File: config.mk
export PLATFORM = sky130hd
export DESIGN_NAME = ps2_host_port
export DESIGN_NICKNAME = d
export VERILOG_FILES = /design/src/rtl/ps2_host_port.sv
export SDC_FILE = /design/constraint.sdc
export NUM_CORES = 1
export LEC_CHECK = 0
export BUFFER_PORTS_ARGS = -buffer_cell sky130_fd_sc_hd__buf_4
export CAP_MARGIN = 10
export CORE_UTILIZATION = 34
export DETAILED_ROUTE_END_ITERATION = 10
export PLACE_DENSITY_LB_ADDON = 0.1
export SYNTH_ARGS = -nofsm -noshare
export SYNTH_HDL_FRONTEND = slang
export SYNTH_SLANG_ARGS = --single-unit
export TNS_END_PERCENT = 30
File: constraint.sdc
create_clock -name qzt_clk -period 1.7 [get_ports qzt_clk]
set_input_delay 0.085 -clock qzt_clk [delete_from_list [all_inputs] [get_ports qzt_clk]]
set_output_delay 0.085 -clock qzt_clk [all_outputs]
set_load 0.02 [all_outputs]
File: src/rtl/ps2_host_port.sv
// Host-side PS/2 link controller: conditions PS2C/PS2D, receives device frames and sends one
// command byte using the inhibit / request-to-send handshake with a device ACK check.
module ps2_host_port #(
    parameter int CLK_PER_US = 50,
    parameter int INHIBIT_US = 100,
    parameter int RTS_US     = 5,
    parameter int TIMEOUT_US = 2000,
    parameter int FILTER_CYC = 8
) (
    input  logic       qzt_clk,
    input  logic       reset,
    input  logic       ps2c_in,
    input  logic       ps2d_in,
    output logic       ps2c_drive_low,
    output logic       ps2d_drive_low,
    input  logic [7:0] tx_data,
    input  logic       tx_start,
    output logic       tx_busy,
    output logic       tx_done,
    output logic       tx_err,
    output logic [7:0] rx_data,
    output logic       rx_valid,
    output logic       rx_err
);
    localparam int MAX_US = (TIMEOUT_US > INHIBIT_US) ? TIMEOUT_US : INHIBIT_US;
    localparam int US_W   = $clog2(MAX_US + 2);
    localparam int PRE_W  = $clog2(CLK_PER_US + 1);
    localparam int FLT_W  = $clog2(FILTER_CYC + 1);

    localparam logic [US_W-1:0]  INHIBIT_LIM = US_W'(INHIBIT_US);
    localparam logic [US_W-1:0]  RTS_LIM     = US_W'(RTS_US);
    localparam logic [US_W-1:0]  TMO_LIM     = US_W'(TIMEOUT_US);
    localparam logic [PRE_W-1:0] PRE_LAST    = PRE_W'(CLK_PER_US - 1);
    localparam logic [FLT_W-1:0] FLT_LAST    = FLT_W'(FILTER_CYC - 1);

    typedef enum logic [2:0] {
        IDLE, RX_BITS, RX_DONE, TX_INHIBIT, TX_RTS, TX_BITS, TX_ACK, TX_END
    } state_t;

    logic             c_meta_q, c_sync_q, d_meta_q, d_sync_q;
    logic             c_filt_q, c_filt_d, c_filt_prev_q;
    logic [FLT_W-1:0] flt_cnt_q, flt_cnt_d;
    logic             fall, rise;

    state_t           state_q;
    logic [PRE_W-1:0] pre_q;
    logic [US_W-1:0]  us_q;
    logic [3:0]       bit_q;
    logic [9:0]       rx_sh_q;
    logic [9:0]       tx_sh_q;
    logic             ack_ok_q, err_q;
    logic             c_low_q, d_low_q, tx_busy_q, tx_done_q, tx_err_q;
    logic [7:0]       rx_data_q;
    logic             rx_valid_q, rx_err_q;

    // A PS2C level change is accepted only after FILTER_CYC identical synchronized samples.
    always_comb begin
        flt_cnt_d = '0;
        c_filt_d  = c_filt_q;
        if (c_sync_q != c_filt_q) begin
            if (flt_cnt_q == FLT_LAST) c_filt_d = c_sync_q;
            else                       flt_cnt_d = flt_cnt_q + 1'b1;
        end
    end

    always_ff @(posedge qzt_clk) begin
        if (reset) begin
            c_meta_q      <= 1'b1;
            c_sync_q      <= 1'b1;
            d_meta_q      <= 1'b1;
            d_sync_q      <= 1'b1;
            c_filt_q      <= 1'b1;
            c_filt_prev_q <= 1'b1;
            flt_cnt_q     <= '0;
        end else begin
            c_meta_q      <= ps2c_in;
            c_sync_q      <= c_meta_q;
            d_meta_q      <= ps2d_in;
            d_sync_q      <= d_meta_q;
            c_filt_q      <= c_filt_d;
            c_filt_prev_q <= c_filt_q;
            flt_cnt_q     <= flt_cnt_d;
        end
    end

    assign fall = c_filt_prev_q & ~c_filt_q;
    assign rise = ~c_filt_prev_q & c_filt_q;

    // Timer restarts on every fall and on every state entry; later assignments override.
    always_ff @(posedge qzt_clk) begin
        if (reset) begin
            state_q    <= IDLE;
            pre_q      <= '0;
            us_q       <= '0;
            bit_q      <= '0;
            rx_sh_q    <= '0;
            tx_sh_q    <= '0;
            ack_ok_q   <= 1'b0;
            err_q      <= 1'b0;
            c_low_q    <= 1'b0;
            d_low_q    <= 1'b0;
            tx_busy_q  <= 1'b0;
            tx_done_q  <= 1'b0;
            tx_err_q   <= 1'b0;
            rx_data_q  <= '0;
            rx_valid_q <= 1'b0;
            rx_err_q   <= 1'b0;
        end else begin
            rx_valid_q <= 1'b0;
            rx_err_q   <= 1'b0;
            tx_done_q  <= 1'b0;
            tx_err_q   <= 1'b0;
            if (pre_q == PRE_LAST) begin
                pre_q <= '0;
                if (us_q != '1) us_q <= us_q + 1'b1;
            end else begin
                pre_q <= pre_q + 1'b1;
            end
            if (fall) begin
                pre_q <= '0;
                us_q  <= '0;
            end
            case (state_q)
                IDLE: begin
                    c_low_q <= 1'b0;
                    d_low_q <= 1'b0;
                    if (fall && !d_sync_q) begin
                        state_q <= RX_BITS;
                        bit_q   <= '0;
                        pre_q   <= '0;
                        us_q    <= '0;
                    end else if (tx_start) begin
                        state_q   <= TX_INHIBIT;
                        tx_sh_q   <= {1'b1, ~^tx_data, tx_data};
                        tx_busy_q <= 1'b1;
                        c_low_q   <= 1'b1;
                        err_q     <= 1'b0;
                        pre_q     <= '0;
                        us_q      <= '0;
                    end
                end
                RX_BITS: begin
                    if (fall) begin
                        rx_sh_q <= {d_sync_q, rx_sh_q[9:1]};
                        if (bit_q != 4'hF) bit_q <= bit_q + 1'b1;
                        if (bit_q == 4'd9) state_q <= RX_DONE;
                    end else if (us_q >= TMO_LIM) begin
                        state_q <= IDLE;
                        pre_q   <= '0;
                        us_q    <= '0;
                    end
                end
                RX_DONE: begin
                    rx_data_q  <= rx_sh_q[7:0];
                    rx_valid_q <= 1'b1;
                    rx_err_q   <= ~(^rx_sh_q[8:0]) | ~rx_sh_q[9];
                    state_q    <= IDLE;
                    pre_q      <= '0;
                    us_q       <= '0;
                end
                TX_INHIBIT: begin
                    if (us_q >= INHIBIT_LIM) begin
                        state_q <= TX_RTS;
                        d_low_q <= 1'b1;
                        pre_q   <= '0;
                        us_q    <= '0;
                    end
                end
                TX_RTS: begin
                    if (us_q >= RTS_LIM) begin
                        state_q <= TX_BITS;
                        c_low_q <= 1'b0;
                        bit_q   <= '0;
                        pre_q   <= '0;
                        us_q    <= '0;
                    end
                end
                TX_BITS: begin
                    // Start bit is already on the line from RTS; each fall presents the next bit.
                    if (fall) begin
                        d_low_q <= ~tx_sh_q[bit_q];
                        if (bit_q != 4'hF) bit_q <= bit_q + 1'b1;
                        if (bit_q == 4'd9) begin
                            state_q <= TX_ACK;
                            bit_q   <= '0;
                        end
                    end else if (us_q >= TMO_LIM) begin
                        state_q <= TX_END;
                        err_q   <= 1'b1;
                        d_low_q <= 1'b0;
                        pre_q   <= '0;
                        us_q    <= '0;
                    end
                end
                TX_ACK: begin
                    if (bit_q == 4'd0 && fall) begin
                        ack_ok_q <= ~d_sync_q;
                        bit_q    <= 4'd1;
                    end else if (bit_q == 4'd1 && rise) begin
                        state_q <= TX_END;
                        err_q   <= ~ack_ok_q;
                        pre_q   <= '0;
                        us_q    <= '0;
                    end else if (us_q >= TMO_LIM) begin
                        state_q <= TX_END;
                        err_q   <= 1'b1;
                        pre_q   <= '0;
                        us_q    <= '0;
                    end
                end
                TX_END: begin
                    tx_done_q <= 1'b1;
                    tx_err_q  <= err_q;
                    tx_busy_q <= 1'b0;
                    c_low_q   <= 1'b0;
                    d_low_q   <= 1'b0;
                    state_q   <= IDLE;
                    pre_q     <= '0;
                    us_q      <= '0;
                end
            endcase
        end
    end

    assign ps2c_drive_low = c_low_q;
    assign ps2d_drive_low = d_low_q;
    assign tx_busy        = tx_busy_q;
    assign tx_done        = tx_done_q;
    assign tx_err         = tx_err_q;
    assign rx_data        = rx_data_q;
    assign rx_valid       = rx_valid_q;
    assign rx_err         = rx_err_q;

endmodule

==> reports/results.txt <==
clock slew at reported path FFs - 80 ps
Hold Path Class - input pin to flip-flop
VDD IR max - 0.000500 V
first-pass GRT wire length - 13500 um
R2R Setup Slk - -100 ps
fin crit period - 1800 ps
Clock Latency Late Sink - 350 ps
Remaining Overflow, GRT - 0
leakage power - 1.84 nW
core area - 0.00973 mm^2
pin count of the biggest net entering global routing - 47
vias in the first global route - 2842
Worst Setup End Kind - flip-flop
Total Nets Final - 486
CP Max Fanout - 8
HPWL after DPL - 5650 um
RSZ-0062 raised after global routing - yes
ANT cells - 0
CTS H-tree lvls - 3
mapped cell area - 0.00341 mm^2
pwr dens - 1090 mW/mm^2
Reg2Reg Depth - 7
Synth top area share - 41.7%
GRT Total Usage - 16.6%
Residual DRC - 0
Pre-Repair DR Iteration Count - 6
Worst setup endpoint - us_q[7]
initial antenna violation count - 0
Hold Fails Final Rpt - 0
CTS Sinks - 71
FF+latch count, synth - 71
commonest cells in the netlist - 71 x dfxtp_1, 52 x nor2_1, 31 x mux2i_1
Rows - 36
Async SR Flop Fraction - 0%
antenna-violating nets left - 0
fraction of layout cells with a size suffix above 1 - 34.5%
area delta synth->final - 38.4%
die area - 0.0104 mm^2
gpl congestion - 0.819
IO Port Bufs - 27
Post-Layout Inst Area - 0.00472 mm^2
Clock Tree Root - clkbuf_8
reg2reg end - us_q[7]
Mapped Avg Cell Area - 9.09 um^2
FF/Latch Area - 0.00144 mm^2
most frequent cell after synthesis - dfxtp_1
DR vias/cell - 4.88
Clock Tree Buf Depth - 2
Via Count - 2935
skew final - 11.7 ps
CP Class - flip-flop to flip-flop
final setup fails - 21
Worst Setup SP - bit_q[0]
Die Y - 102 um
width of the die - 102 um
fillers - 980
placed instance area - 0.00417 mm^2
CTS tree - yes
f_max - 555 MHz
failing checks - negative setup slack
DRT Wirelength - 8080 um
final worst path period share - 106%
Ys Warns - 0
distinct cell type count after synthesis - 55
Critical R2R Launch - bit_q[0]
WHS - 187 ps
Post-synth EDFFs - 0
Multi-input gate area - 0.00204 mm^2
cell count after synthesis - 375
initial core utilization - 35.0%
MaxCap Viol Count - 0
Synth area leaders - dfxtp_1 42%, mux2i_1 9.1%, xnor2_1 7.2%
DRT iter0 DRCs - 66
Slew Viols, Final - 0
WL/cell - 13.4 um
CTS buffer count - 9
critical path arrival - 2040 ps
status - finished with violations
CP startpoint kind - flip-flop
main flop type after synthesis - dfxtp_1
syn nets - 397
relative slew slack - 66.1%
post-synth top area cell - dfxtp_1
Seq/Total Area, Yosys - 41.7%
IO Count - 28
Least-Margin Pin Slew - 509 ps
Critical Path RT - 1940 ps
final setup margin - -101 ps
metal layers:
layer	vias up	global-route usage [%]	share of wire [%]
met5	-	0	0
met4	0	6.59	1.8
met3	17	3.08	2.9
met2	46	26.1	46
met1	1376	22.3	49
li1	1496	-	-
critical path, stage by stage (launching register included):
cell       delay (ps)
dfxtp_4           380
inv_2              50
ha_1              120
or3b_4            410
o2111ai_2         190
a311o_1           310
buf_6             180
nor2_1             40
cell type report:
| type | count | area share [%] |
|---|---|---|
| Multi-Input combinational cell | 272 | 43.3 |
| Tap cell | 133 | 3.53 |
| Sequential cell | 71 | 30.4 |
| Clock buffer | 11 | 3.00 |
| Clock inverter | 5 | 2.20 |
| Timing Repair Buffer | 99 | 16.7 |
| Inverter | 11 | 0.875 |
timing repair:
item | 4_1_cts | 5_1_grt
setup endpoints to repair | 25 | 47
gates cloned | 1 | 0
resized for setup | 16 | 28
endpoints found under the hold margin | 10 | 0
hold buffers | 10 | 0
setup buffers | 1 | 0
pin swaps | 12 | 6
sequential cells by signal, summed over array words and instances (netlist names), 3 cells and up:
name	count
us_q	11
rx_sh_q	10
tx_sh_q	10
rx_data	8
pre_q	6
bit_q	4
flt_cnt_q	4
state_q	3
cells by family after synthesis:
kind of cell,after synthesis,synth area share (%)
AND/OR/NAND/NOR,147,22.0
multiplexers,33,10.4
adder cells (fa/ha/maj),9,3.30
flip-flops,71,41.7
buffers and inverters,32,4.26
XOR/XNOR,31,7.96
AO/OA/AOI/OAI,52,10.3
worst min path at each step:
stage | start | slack (ps) | cells after the start | end
after CTS | reset | 180 | 2 | tx_sh_q[4]
after detailed placement | ps2c_in | 280 | 2 | c_meta_q
final | reset | 190 | 2 | tx_sh_q[2]
after global routing | reset | 190 | 2 | rx_data[1]
after floorplan | ps2c_in | 190 | 1 | c_meta_q
after global placement | ps2c_in | 280 | 2 | c_meta_q
report_power, final:
| group | switching [W] | internal, W |
|---|---|---|
| logic | 0.000770 | 0.000765 |
| registers | 0.000112 | 0.00181 |
| clock network | 0.000661 | 0.00102 |
| total | 0.00154 | 0.00359 |
metrics by stage:
step,utilization [%],total power (W),worst slack (ps),cells,TNS [ps]
after CTS,47.3,0.00508,-110,602,-1510
after global routing,48.5,0.00542,-170,602,-3600
final,48.5,0.00513,-101,602,-1590
after detailed placement,42.9,0.00329,-230,574,-2690
after floorplan,-,0.00277,-50.5,375,-507
after global placement,42.9,0.00328,-227,574,-3030
cell usage in the layout (no fill, tap or decap), types with 4 or more instances in the layout:
master          n
nor3_1          4
nor2b_1         5
nor2_1         52
nand4_1         5
a21oi_1        13
xnor2_1        28
mux2i_1        31
a211oi_1        4
dfxtp_1        62
buf_4          84
nand2_1        15
clkbuf_8       10
or2_2           7
nand3_1        11
o21ai_0         7
ha_1            8
dfxtp_2         8
nor4_1          6
nand2b_1        6
inv_1           9
nor3_2          8
dlygate4sd3_1  10
No activity file was read; power rests on OpenSTA's default activity.
